## src/rtl/bcd_pkg.sv

```systemverilog
// Shared BCD definitions for the binary<->BCD conversion paths.
package bcd_pkg;

  typedef enum logic [1:0] {
    IDLE  = 2'd0,
    CHECK = 2'd1,
    SHIFT = 2'd2
  } state_e;

  localparam int BCD_NIB = 4;

  function automatic logic is_bcd_valid(input logic [BCD_NIB-1:0] nibble);
    return nibble <= 4'd9;
  endfunction

endpackage

```

## src/rtl/bcd_nib_adj.sv

```systemverilog
// Reverse double-dabble digit correction: a nibble that reached 8+ after a right
// shift carried a ten's worth of weight from above, so pull 3 back out.
module bcd_nib_adj
  import bcd_pkg::*;
(
  input  logic [BCD_NIB-1:0] nib_i,
  output logic [BCD_NIB-1:0] nib_o
);

  assign nib_o = (nib_i >= 4'd8) ? (nib_i - 4'd3) : nib_i;

endmodule

```

## src/rtl/bcd_to_bin_seq.sv

```systemverilog
// Sequential reverse double-dabble converter: packed BCD digits -> unsigned binary,
// one shift per clock, with a start/busy/done handshake.
module bcd_to_bin_seq
  import bcd_pkg::*;
#(
  parameter int DIGITS = 4,
  parameter int BIN_W  = 14
) (
  input  logic                      clk,
  input  logic                      rst_n,
  input  logic                      start,
  input  logic [BCD_NIB*DIGITS-1:0] bcd_in,
  output logic                      busy,
  output logic                      done,
  output logic                      err,
  output logic [BIN_W-1:0]          bin_out,
  output state_e                    state_o
);

  localparam int BCD_W = BCD_NIB * DIGITS;
  localparam int CNT_W = $clog2(BIN_W);

  if ((64'd1 << BIN_W) < 64'(10 ** DIGITS)) begin : g_width_check
    $error("bcd_to_bin_seq: BIN_W too small to hold 10**DIGITS - 1");
  end

  // Handshake: start is sampled only in IDLE together with bcd_in; busy covers the
  // whole conversion; done is a one-cycle pulse on which bin_out/err become valid.
  // A start presented in the done cycle is accepted because the FSM is already IDLE.
  state_e             state_q;
  logic [BCD_W-1:0]   bcd_q;
  logic [BIN_W-1:0]   bin_q;
  logic [CNT_W-1:0]   cnt_q;
  logic               busy_q;
  logic               done_q;
  logic               err_q;
  logic [BIN_W-1:0]   bin_out_q;

  logic [BCD_W-1:0]   bcd_sh;
  logic [BCD_W-1:0]   bcd_d;
  logic [BIN_W-1:0]   bin_d;
  logic               all_valid;

  // The BCD LSB falls into the binary MSB on every shift.
  assign bcd_sh = {1'b0, bcd_q[BCD_W-1:1]};
  assign bin_d  = {bcd_q[0], bin_q[BIN_W-1:1]};

  for (genvar g = 0; g < DIGITS; g++) begin : g_adj
    bcd_nib_adj u_adj (
      .nib_i (bcd_sh[g*BCD_NIB +: BCD_NIB]),
      .nib_o (bcd_d[g*BCD_NIB +: BCD_NIB])
    );
  end

  always_comb begin
    all_valid = 1'b1;
    for (int i = 0; i < DIGITS; i++) begin
      if (!is_bcd_valid(bcd_q[i*BCD_NIB +: BCD_NIB])) all_valid = 1'b0;
    end
  end

  always_ff @(posedge clk or negedge rst_n) begin
    if (!rst_n) begin
      state_q   <= IDLE;
      bcd_q     <= '0;
      bin_q     <= '0;
      cnt_q     <= '0;
      busy_q    <= 1'b0;
      done_q    <= 1'b0;
      err_q     <= 1'b0;
      bin_out_q <= '0;
    end else begin
      done_q <= 1'b0;
      case (state_q)
        IDLE: begin
          if (start) begin
            bcd_q   <= bcd_in;
            bin_q   <= '0;
            busy_q  <= 1'b1;
            state_q <= CHECK;
          end
        end
        CHECK: begin
          if (!all_valid) begin
            done_q    <= 1'b1;
            err_q     <= 1'b1;
            bin_out_q <= '0;
            busy_q    <= 1'b0;
            state_q   <= IDLE;
          end else begin
            cnt_q   <= '0;
            state_q <= SHIFT;
          end
        end
        SHIFT: begin
          bcd_q <= bcd_d;
          bin_q <= bin_d;
          cnt_q <= cnt_q + CNT_W'(1);
          if (cnt_q == CNT_W'(BIN_W - 1)) begin
            bin_out_q <= bin_d;
            done_q    <= 1'b1;
            err_q     <= 1'b0;
            busy_q    <= 1'b0;
            state_q   <= IDLE;
          end
        end
        default: state_q <= IDLE;
      endcase
    end
  end

  assign busy    = busy_q;
  assign done    = done_q;
  assign err     = err_q;
  assign bin_out = bin_out_q;
  assign state_o = state_q;

endmodule

```

## config.mk

```make
export PLATFORM = sky130hd
export DESIGN_NAME = bcd_to_bin_seq
export DESIGN_NICKNAME = d
export VERILOG_FILES = /design/src/rtl/bcd_pkg.sv /design/src/rtl/bcd_nib_adj.sv /design/src/rtl/bcd_to_bin_seq.sv
export SDC_FILE = /design/constraint.sdc
export NUM_CORES = 1
export LEC_CHECK = 0
export CAP_MARGIN = 25
export CORE_MARGIN = 5
export CORE_UTILIZATION = 58
export DETAILED_ROUTE_END_ITERATION = 7
export GPL_TIMING_DRIVEN = 0
export PLACE_DENSITY_LB_ADDON = 0.08
export REMOVE_ABC_BUFFERS = 1
export SETUP_SLACK_MARGIN = 0.5
export SLEW_MARGIN = 20
export SYNTH_ARGS = -nofsm -noshare
export SYNTH_HDL_FRONTEND = slang
export SYNTH_SLANG_ARGS = --single-unit
```

## constraint.sdc

```tcl
create_clock -name clk -period 2.3 [get_ports clk]
set_input_delay 0.46 -clock clk [delete_from_list [all_inputs] [get_ports clk]]
set_output_delay 0.46 -clock clk [all_outputs]
set_load 0.005 [all_outputs]
```

==> reports/metrics.cfg <==
[global_routing]
grt_pass1_vias = 1706
grt_first_pass_wirelength_um = 8569
grt_max_degree = 53
antenna_found_initial = 0
gr-total-overflow = 0
grt_use_total_pct = 17.86

[outcome]
status = completed

[sta]
tightest_slew_ns = 0.6642
timing.fmax_mhz = 585.4
hold_slack_ns = 0.1840
setup_ws_ns = 0.5918
timing.slew.headroom_pct = 54.85
fin_crit_ns = 1.708
finClkSkew_ns = 0.005548
rsz0062_at_grt = no
hold_violations = 0
slew_viol_final = 0
setup_viol = 0
min_period_over_period_pct = 74.27

[critical_path]
slowest_delay_ns = 0.52
r2r_slack_ns = 0.60
crit_buf_inv = 1
path_delay_family = buffers and inverters
path_class = flip-flop to output port
cp_slowest_cell = clkdlybuf4s50_1
path_cells = clkdlybuf4s50_1
crit_arrival_ns = 1.25
startpoint_type = flip-flop
worst_setup_path_end_kind = output port
worstPathMaxFanout = 5
critPathRequiredTime_ns = 1.84

[routing]
vias_per_cell = 5.794
drtAntennaViolNets = 0
first_pass_iters = 4
drc_errors = 0
finalWirelength_um = 5082
vias = 1860
drt_iter0_drc = 102
avgRoutedWirePerCell_um = 15.83

[place]
gp_congestion = 0.7591
port_buffers = 37
hpwl_um = 3146
pre_cts_ws_ns = -0.01608

[clock_tree]
cts_buffers = 5
htree_levels = 2
ctsHoldBuffers = 0
cts_root_buffer = clkbuf_8
clkSinkCount = 52
clkTransAtPathRegs_ns = 0.09
clock_latency_ns = 0.30
clock_path_buffers = 2
cts_tree = yes

[die]
dieArea_um2 = 5793
io_pins = 38
core_um2 = 4294
rows = 24
dieWidth_um = 76.11
die_h_um = 76.11
start_util_pct = 59.03

[final_layout]
drive_above_1_share_pct = 13.01
antennaDiodeCount = 0
synthToLayoutAreaGrowth_pct = 26.11
fin_util_pct = 74.45
nNetsFinal = 300

[power_and_ir_drop]
irDropWorstVdd_uv = 610.9
finalPower_mw = 3.317
p_per_area_nw_per_um2 = 1038
p_leak_nw = 1.410

[synthesis]
synth-edff-count = 0
synth_seq_area_share_pct = 51.33
synthCells = 231
ys_ff_latch = 52
yosys_most_used_dff = dfrtp_1
netlist_area_um2 = 2535
synth_warnings = 0
synth-async-reset-ratio_pct = 100.0
syn_area_per_cell_um2 = 10.97
ys_types = 39

[min_path]
hold_path_class = primary input to async pin

[flow_run]
cap_viol_max_count = 0

## routing by layer
| layer | vias to the layer above | GRT usage, % | wire length, µm |
|---|---|---|---|
| li1 | 896 | - | - |
| met1 | 913 | 24.52 | 2312 |
| met2 | 44 | 28.94 | 2487 |
| met3 | 7 | 2.600 | 199 |
| met4 | 0 | 6.119 | 83 |
| met5 | - | 0 | 0 |
## flip-flops by register name (all words and copies together), names as in the netlist
signal,flops
bin_q,13
bcd_q,16
err,1
bin_out,14
done,1
state_o,2
busy,1
cnt_q,4
## path summary, 6_finish.rpt
kind                                        start  cells past startpoint                      end
min reg2reg                  bin_q[1]$_DFFE_PN0P_                      1   bin_out[0]$_DFFE_PN0P_
max                        state_o[0]$_DFFE_PN0P_                      1               state_o[0]
max reg2reg                state_o[0]$_DFFE_PN0P_                      6    bcd_q[11]$_DFFE_PN0P_
max in group asynchronous                   rst_n                      1   state_o[1]$_DFFE_PN0P_
min in group clk             bin_q[1]$_DFFE_PN0P_                      1   bin_out[0]$_DFFE_PN0P_
min                                         rst_n                      1  bin_out[10]$_DFFE_PN0P_
## placed cells by master (no fill, tap or decap), types with 4 or more instances in the layout
cell type,count
a21oi_1,6
a22o_1,27
clkbuf_8,5
clkdlybuf4s50_1,36
dfrtp_1,50
ha_1,9
inv_1,13
mux2i_1,8
nand2_1,26
nand2b_1,4
nor2_1,4
o21ai_0,20
o21ai_1,4
xnor2_1,6
## cell families after synthesis
| family | after synthesis | share of synthesized area (%) |
|---|---|---|
| muxes | 10 | 3.998 |
| buffers and inverters | 28 | 4.985 |
| AOI/OAI and AO/OA | 77 | 22.66 |
| DFF | 52 | 51.33 |
| xor gates and xnor gates | 6 | 2.073 |
| adders and majority gates | 12 | 5.923 |
| and+or+nand+nor | 46 | 9.033 |
## stage by stage
step / cells / cell area [µm²] / TNS [ns]
after floorplan: 218 / 2465 / -25.95
after global placement: 307 / 2900 / -99.29
after detailed placement: 308 / 2940 / -0.01608
after CTS: 321 / 3182 / 0
after global routing: 321 / 3197 / 0
final: 321 / 3197 / 0
## synth_stat cells, types with 2 or more instances
master / count / share of area, %
inv_1: 15 / 2.2
nor2_1: 4 / 0.59
o211ai_1: 3 / 0.89
a221o_1: 2 / 0.79
nand2b_1: 4 / 0.99
a21oi_1: 6 / 1.2
mux2i_1: 9 / 3.6
ha_1: 12 / 5.9
o21ai_1: 4 / 0.79
nor2b_1: 2 / 0.49
nand3_1: 2 / 0.39
a221oi_1: 2 / 0.69
buf_2: 8 / 1.6
xnor2_1: 6 / 2.1
nand2_1: 26 / 3.8
o21ai_0: 20 / 3.9
a22o_1: 27 / 9.3
dfrtp_1: 52 / 51
nor3_1: 2 / 0.39
clkbuf_1: 3 / 0.44
o21ai_2: 4 / 1.4
## power breakdown
| group | switching (mW) | total (mW) | internal, mW |
|---|---|---|---|
| Sequential | 0.228 | 1.32 | 1.09 |
| Combinational | 0.696 | 1.28 | 0.584 |
| Clock | 0.290 | 0.718 | 0.428 |
| Total | 1.21 | 3.32 | 2.10 |
## cell type report
type                    instances  area [µm²]
clock buffers                   5       68.82
clock inverters                 2       60.06
fillers                       310        1097
inverters                      15       56.30
multi-input cells             152        1181
flip-flops and latches         52        1304
well taps                      52       65.06
repair buffers                 43       461.7
## worst reg2reg max path: stages, from the launching register on
cell	delay, ns
dfrtp_2	0.46
inv_2	0.12
ha_4	0.20
mux2i_4	0.35
buf_16	0.20
o21ai_1	0.08
a221oi_2	0.22
## timing repair
item | 4_1_cts | 5_1_grt
pin swaps | 1 | 0
gates cloned | 1 | 0
setup endpoints to repair | 51 | 28
setup buffers | 5 | 0
resized for setup | 5 | 6
Power figures use the tool's default switching activity.
